File: config.mk
export PLATFORM = sky130hd
export DESIGN_NAME = mem_port_arbiter_flat
export DESIGN_NICKNAME = d
export VERILOG_FILES = /design/src/rtl/mem_port_arbiter_if.sv /design/src/rtl/mem_port_arbiter.sv /design/src/flat_wrapper.sv
export SDC_FILE = /design/constraint.sdc
export NUM_CORES = 1
export LEC_CHECK = 0
export CAP_MARGIN = 10
export CORE_MARGIN = 2
export CORE_UTILIZATION = 40
export CTS_BUF_LIST = sky130_fd_sc_hd__clkbuf_16
export DETAILED_ROUTE_END_ITERATION = 7
export GPL_TIMING_DRIVEN = 1
export PLACE_DENSITY_LB_ADDON = 0.25
export SLEW_MARGIN = 15
export SYNTH_ARGS = -nofsm -noshare
export SYNTH_HDL_FRONTEND = slang
export SYNTH_SLANG_ARGS = --single-unit
File: constraint.sdc
create_clock -name clk -period 5.4 [get_ports clk]
set_clock_uncertainty 0.15 [all_clocks]
set_input_delay 0.54 -clock clk [delete_from_list [all_inputs] [get_ports clk]]
set_output_delay 0.54 -clock clk [all_outputs]
set_load 0.01 [all_outputs]
File: src/rtl/mem_port_arbiter_if.sv
// Bundle for the memory-port arbiter: fetch and load/store requesters on one
// side, the shared external memory port on the other.
//   slave  : arbiter view (takes requests and mem_ack/mem_rdata, drives the rest)
//   master : environment view (drives requests and memory responses)
interface mem_port_arbiter_if #(
    parameter int ADDR_W = 32,
    parameter int DATA_W = 32
);
    localparam int BE_W = DATA_W / 8;

    logic              if_req;
    logic [ADDR_W-1:0] if_addr;
    logic              if_gnt;
    logic              if_rvalid;
    logic [DATA_W-1:0] if_rdata;

    logic              dm_req;
    logic              dm_we;
    logic [ADDR_W-1:0] dm_addr;
    logic [DATA_W-1:0] dm_wdata;
    logic [BE_W-1:0]   dm_be;
    logic              dm_gnt;
    logic              dm_rvalid;
    logic [DATA_W-1:0] dm_rdata;

    logic              mem_req;
    logic              mem_we;
    logic [ADDR_W-1:0] mem_addr;
    logic [DATA_W-1:0] mem_wdata;
    logic [BE_W-1:0]   mem_be;
    logic              mem_ack;
    logic [DATA_W-1:0] mem_rdata;

    modport slave (
        input  if_req, if_addr,
        output if_gnt, if_rvalid, if_rdata,
        input  dm_req, dm_we, dm_addr, dm_wdata, dm_be,
        output dm_gnt, dm_rvalid, dm_rdata,
        output mem_req, mem_we, mem_addr, mem_wdata, mem_be,
        input  mem_ack, mem_rdata
    );

    modport master (
        output if_req, if_addr,
        input  if_gnt, if_rvalid, if_rdata,
        output dm_req, dm_we, dm_addr, dm_wdata, dm_be,
        input  dm_gnt, dm_rvalid, dm_rdata,
        input  mem_req, mem_we, mem_addr, mem_wdata, mem_be,
        output mem_ack, mem_rdata
    );
endinterface

File: src/rtl/mem_port_arbiter.sv
// Shares one memory port between instruction fetch (IF) and load/store (DM);
// one transaction in flight, DM preferred. Ports: clk, rst (async, active-high),
// bus (mem_port_arbiter_if.slave). Optional macro ARB_STARVE_EN lets IF win
// after MAX_DM_STREAK back-to-back DM grants taken while IF was waiting.
module mem_port_arbiter #(
    parameter int ADDR_W = 32,
    parameter int DATA_W = 32
`ifdef ARB_STARVE_EN
    ,
    parameter int MAX_DM_STREAK = 4
`endif
) (
    input logic                 clk,
    input logic                 rst,
    mem_port_arbiter_if.slave   bus
);
    localparam int BE_W = DATA_W / 8;

    typedef enum logic [1:0] {
        IDLE,
        BUSY_IF,
        BUSY_DM
    } state_e;

    state_e            state_q;
    logic              mem_req_q;
    logic              mem_we_q;
    logic [ADDR_W-1:0] mem_addr_q;
    logic [DATA_W-1:0] mem_wdata_q;
    logic [BE_W-1:0]   mem_be_q;
    logic              if_rvalid_q;
    logic              dm_rvalid_q;
    logic [DATA_W-1:0] if_rdata_q;
    logic [DATA_W-1:0] dm_rdata_q;

    logic idle;
    logic force_if;
    logic pick_dm;
    logic pick_if;

    assign idle    = (state_q == IDLE);
    // Grants are combinational so a request is accepted in its first cycle.
    assign pick_dm = idle && bus.dm_req && !force_if;
    assign pick_if = idle && bus.if_req && !pick_dm;

`ifdef ARB_STARVE_EN
    localparam int SW = (MAX_DM_STREAK < 1) ? 1 : $clog2(MAX_DM_STREAK + 1);

    logic [SW-1:0] streak_q;
    logic [SW-1:0] streak_d;

    assign force_if = bus.if_req && bus.dm_req &&
                      (streak_q == SW'(MAX_DM_STREAK));

    // Counts DM grants that made a waiting fetch wait longer; saturates.
    always_comb begin
        streak_d = streak_q;
        if (pick_dm) begin
            if (!bus.if_req)
                streak_d = '0;
            else if (streak_q != SW'(MAX_DM_STREAK))
                streak_d = streak_q + 1'b1;
        end else if (pick_if) begin
            streak_d = '0;
        end
    end

    always_ff @(posedge clk or posedge rst) begin
        if (rst)
            streak_q <= '0;
        else
            streak_q <= streak_d;
    end
`else
    assign force_if = 1'b0;
`endif

    always_ff @(posedge clk or posedge rst) begin
        if (rst) begin
            state_q     <= IDLE;
            mem_req_q   <= 1'b0;
            mem_we_q    <= 1'b0;
            mem_addr_q  <= '0;
            mem_wdata_q <= '0;
            mem_be_q    <= '0;
            if_rvalid_q <= 1'b0;
            dm_rvalid_q <= 1'b0;
            if_rdata_q  <= '0;
            dm_rdata_q  <= '0;
        end else begin
            if_rvalid_q <= 1'b0;
            dm_rvalid_q <= 1'b0;
            unique case (state_q)
                IDLE: begin
                    if (pick_dm) begin
                        state_q     <= BUSY_DM;
                        mem_req_q   <= 1'b1;
                        mem_we_q    <= bus.dm_we;
                        mem_addr_q  <= bus.dm_addr;
                        mem_wdata_q <= bus.dm_wdata;
                        mem_be_q    <= bus.dm_be;
                    end else if (pick_if) begin
                        state_q     <= BUSY_IF;
                        mem_req_q   <= 1'b1;
                        mem_we_q    <= 1'b0;
                        mem_addr_q  <= bus.if_addr;
                        mem_wdata_q <= '0;
                        mem_be_q    <= '1;
                    end
                end
                BUSY_IF: begin
                    if (bus.mem_ack) begin
                        if_rdata_q  <= bus.mem_rdata;
                        if_rvalid_q <= 1'b1;
                        mem_req_q   <= 1'b0;
                        mem_we_q    <= 1'b0;
                        state_q     <= IDLE;
                    end
                end
                BUSY_DM: begin
                    if (bus.mem_ack) begin
                        // Stores complete without disturbing load data.
                        if (!mem_we_q)
                            dm_rdata_q <= bus.mem_rdata;
                        dm_rvalid_q <= 1'b1;
                        mem_req_q   <= 1'b0;
                        mem_we_q    <= 1'b0;
                        state_q     <= IDLE;
                    end
                end
                default: begin
                    state_q   <= IDLE;
                    mem_req_q <= 1'b0;
                end
            endcase
        end
    end

    assign bus.if_gnt    = pick_if;
    assign bus.dm_gnt    = pick_dm;
    assign bus.if_rvalid = if_rvalid_q;
    assign bus.dm_rvalid = dm_rvalid_q;
    assign bus.if_rdata  = if_rdata_q;
    assign bus.dm_rdata  = dm_rdata_q;
    assign bus.mem_req   = mem_req_q;
    assign bus.mem_we    = mem_we_q;
    assign bus.mem_addr  = mem_addr_q;
    assign bus.mem_wdata = mem_wdata_q;
    assign bus.mem_be    = mem_be_q;
endmodule

File: src/flat_wrapper.sv
// flat-port wrapper written by rule: the top's interface ports become plain ports
module mem_port_arbiter_flat 
#(
    parameter int ADDR_W = 32,
    parameter int DATA_W = 32

)
  (clk, rst, bus_if_req, bus_if_addr, bus_if_gnt, bus_if_rvalid, bus_if_rdata, bus_dm_req, bus_dm_we, bus_dm_addr, bus_dm_wdata, bus_dm_be, bus_dm_gnt, bus_dm_rvalid, bus_dm_rdata, bus_mem_req, bus_mem_we, bus_mem_addr, bus_mem_wdata, bus_mem_be, bus_mem_ack, bus_mem_rdata);
  mem_port_arbiter_if #(.ADDR_W(ADDR_W), .DATA_W(DATA_W)) bus_i ();
  input logic clk;
  input logic rst;
  input wire logic [$bits(bus_i.if_req)-1:0] bus_if_req;
  input wire logic [$bits(bus_i.if_addr)-1:0] bus_if_addr;
  output wire logic [$bits(bus_i.if_gnt)-1:0] bus_if_gnt;
  output wire logic [$bits(bus_i.if_rvalid)-1:0] bus_if_rvalid;
  output wire logic [$bits(bus_i.if_rdata)-1:0] bus_if_rdata;
  input wire logic [$bits(bus_i.dm_req)-1:0] bus_dm_req;
  input wire logic [$bits(bus_i.dm_we)-1:0] bus_dm_we;
  input wire logic [$bits(bus_i.dm_addr)-1:0] bus_dm_addr;
  input wire logic [$bits(bus_i.dm_wdata)-1:0] bus_dm_wdata;
  input wire logic [$bits(bus_i.dm_be)-1:0] bus_dm_be;
  output wire logic [$bits(bus_i.dm_gnt)-1:0] bus_dm_gnt;
  output wire logic [$bits(bus_i.dm_rvalid)-1:0] bus_dm_rvalid;
  output wire logic [$bits(bus_i.dm_rdata)-1:0] bus_dm_rdata;
  output wire logic [$bits(bus_i.mem_req)-1:0] bus_mem_req;
  output wire logic [$bits(bus_i.mem_we)-1:0] bus_mem_we;
  output wire logic [$bits(bus_i.mem_addr)-1:0] bus_mem_addr;
  output wire logic [$bits(bus_i.mem_wdata)-1:0] bus_mem_wdata;
  output wire logic [$bits(bus_i.mem_be)-1:0] bus_mem_be;
  input wire logic [$bits(bus_i.mem_ack)-1:0] bus_mem_ack;
  input wire logic [$bits(bus_i.mem_rdata)-1:0] bus_mem_rdata;
  assign bus_i.if_req = bus_if_req;
  assign bus_i.if_addr = bus_if_addr;
  assign bus_if_gnt = bus_i.if_gnt;
  assign bus_if_rvalid = bus_i.if_rvalid;
  assign bus_if_rdata = bus_i.if_rdata;
  assign bus_i.dm_req = bus_dm_req;
  assign bus_i.dm_we = bus_dm_we;
  assign bus_i.dm_addr = bus_dm_addr;
  assign bus_i.dm_wdata = bus_dm_wdata;
  assign bus_i.dm_be = bus_dm_be;
  assign bus_dm_gnt = bus_i.dm_gnt;
  assign bus_dm_rvalid = bus_i.dm_rvalid;
  assign bus_dm_rdata = bus_i.dm_rdata;
  assign bus_mem_req = bus_i.mem_req;
  assign bus_mem_we = bus_i.mem_we;
  assign bus_mem_addr = bus_i.mem_addr;
  assign bus_mem_wdata = bus_i.mem_wdata;
  assign bus_mem_be = bus_i.mem_be;
  assign bus_i.mem_ack = bus_mem_ack;
  assign bus_i.mem_rdata = bus_mem_rdata;
  mem_port_arbiter #(.ADDR_W(ADDR_W), .DATA_W(DATA_W)) u_core (.clk(clk), .rst(rst), .bus(bus_i));
endmodule
==> metrics.txt <==
outcome complete, no violations; CP arrival 2.47 ns; DR WL/cell 16.65 um; setup violators final 0; synth unique cells 26; post-DR vias/cell 4.961; final-report max-slew violation count 0; hold slack 0.3399 ns; FF+latch count, synth 138; input/output buffers 275; sequential share of the synthesized area 0.6393; count leader, synth dfrtp_1; area of the mapped netlist 5401 um^2; final critical-path required period 3.161 ns; Rows 42; die area 14450 um^2; worst-margin pin slew 0.8568 ns; register clock-pin slew on the reported worst setup and hold paths 0.06 ns; crit path kind flop to primary output; period utilisation layout 0.5854; Core Area 13190 um^2; Placed Cells incl. Taps 847; Hold Vio Cnt, Final 0; Post-Syn Area per Cell 12.92 um^2; Die Width 120.2 um; worst-case clock buffer depth 2; EDFF count, synth 0; final std cells w/o fill 879; I/O pin cnt 276; Yosys Warn Count 0; Worst Path Required 4.71 ns; ANT cells 0; hold path start u_core.bus.dm_rdata[27]; Clk Latency, worst-skew pair 0.40 ns; total CTS buffers 17; routed via count 4361; Syn Nets 560; post-synth top area cell dfrtp_1; FFs w/ async S/R, synth 1.000; Worst Setup SP u_core.state_q[0]; layout cells sized above 1 0.1380; top post-synthesis cells by area dfrtp_1, mux2_2, a22o_1; Initial Util 0.4095; Die Y 120.2 um; first-pass GRT wire length 23.03 mm; Register Area 3453 um^2; Final ANT Viol Nets 0; CTS root buf clkbuf_16; number of global-route vias before repair 4583; r2r startpoint u_core.state_q[0]; Syn Inst Count 418; most instantiated cells after synthesis dfrtp_1, nand2_1, mux2_2; TNS Setup 0 ns; maxcap violations 0; total track usage 0.2050; initial DRC count 253; CP endpoint kind primary output; Total Routed Length 14.63 mm; fmax 316.3 MHz; clock sink total 138; Detailed Routing Iterations Pass 1 4; Setup Fix Bufs, Post-CTS 0; hold crit path type flop to flop; DRC violation count after routing 0; CTS tree yes; Post-synth top flop dfrtp_1; GPL Wtd Cong 0.7351; Lkg Pwr 3.793 nW; kind of start point of the critical path flop; Detail Placement HPWL 10.41 mm; largest net degree at the start of global routing 98; RSZ-0062 raised after global routing false; Rel. slew slack 0.4288; peak supply drop 0.3048 mV; share of the synthesized area in the top cell type 0.6393; overall power 0.005382 W; H-tree Lvls 4; cts hold-fix bufs 0; area occupied by multi-input gates 1772 um^2; P per Cell Area 606.7 nW/um^2; remaining global-route overflow 0; # nets final 832; antenna violations before repair 0; FILL cells 977; CP max FO 37; cts repair resizes 0; area delta synth->final 64.26%
[sequential cells by signal, summed over array words and instances, names as in the netlist]
name                  count
u_core.bus.dm_rdata      32
u_core.bus.if_rdata      32
u_core.bus.mem_addr      32
u_core.bus.mem_wdata     32
u_core.bus.mem_be         4
u_core.state_q            2
u_core.bus.dm_rvalid      1
u_core.bus.if_rvalid      1
u_core.bus.mem_req        1
u_core.bus.mem_we         1
[critical path, cell delays in order, from the launching register on]
cell and delay, ns:
dfrtp_1 0.42, inv_1 0.10, ha_1 0.32, nand2_2 0.49
inv_2 0.17, clkdlybuf4s50_1 0.57
[worst paths after layout]
kind | end | cells after the start | slack [ns]
setup / recovery | bus_dm_gnt | 5 | 2.24
min in group asynchronous | u_core.bus.if_rdata[1] | 2 | 0.49
max in group asynchronous | u_core.bus.mem_addr[5] | 3 | 3.44
hold / removal | u_core.bus.dm_rdata[27] | 1 | 0.34
hold reg to reg | u_core.bus.dm_rdata[27] | 1 | 0.34
setup reg to reg | u_core.bus.mem_we | 7 | 2.70
[where the power goes]
part	internal, W	leakage, nW	switching (W)	total, W
Sequential	0.00155	1.65	0.000284	0.00183
Clock	0.000764	0.294	0.000418	0.00118
Combinational	0.00139	1.85	0.000981	0.00237
Total	0.00370	3.79	0.00168	0.00538
[through the flow]
step | util | setup slack, ns | instance area (um^2)
global route | 0.6726 | 2.061 | 8872
finish | 0.6726 | 2.239 | 8872
floorplan | - | 1.014 | 5401
global placement | 0.6260 | 2.379 | 8257
detailed placement | 0.6260 | 2.342 | 8257
CTS | 0.6722 | 2.216 | 8866
[routing by layer]
metal / vias to the layer above / track usage / share of wire
met5: - / 0 / 0
met4: 0 / 0.08897 / 0.023
met3: 26 / 0.07264 / 0.086
met2: 207 / 0.3345 / 0.48
met1: 2112 / 0.2458 / 0.41
li1: 2016 / - / -
[layout make-up]
class	count	share of cell area
flip-flops and latches	138	0.3892
inverters	6	0.003103
clock inverters	15	0.02073
multi-input cells	247	0.1997
well taps	176	0.02482
repair buffers	280	0.3145
clock buffers	17	0.04795
[cells in the final DEF, fill, tap and decap left out]
master	instances
clkdlybuf4s50_1	275
dfrtp_1	138
nand2_1	64
mux2_2	59
a22o_1	34
nor2_1	31
a31oi_1	31
clkbuf_16	17
inv_1	6
mux2_1	5
buf_4	5
o22a_1	4
ha_1	4
bufinv_16	4
o2bb2ai_1	3
clkinv_1	3
clkinvlp_4	3
nor2b_1	2
o31ai_1	2
clkinv_4	2
o21ai_2	1
o21a_4	1
nand2_2	1
inv_2	1
and2_1	1
nand2b_1	1
inv_6	1
nor3b_1	1
or2_2	1
nand3b_1	1
clkinv_2	1
[cells by family after synthesis]
kind of cell    synth area share
flops                     0.6393
simple gates             0.07575
compound gates            0.1075
mux                       0.1334
buf+inv                  0.03474
fa+ha+maj               0.009266
Power figures use the tool's default switching activity.
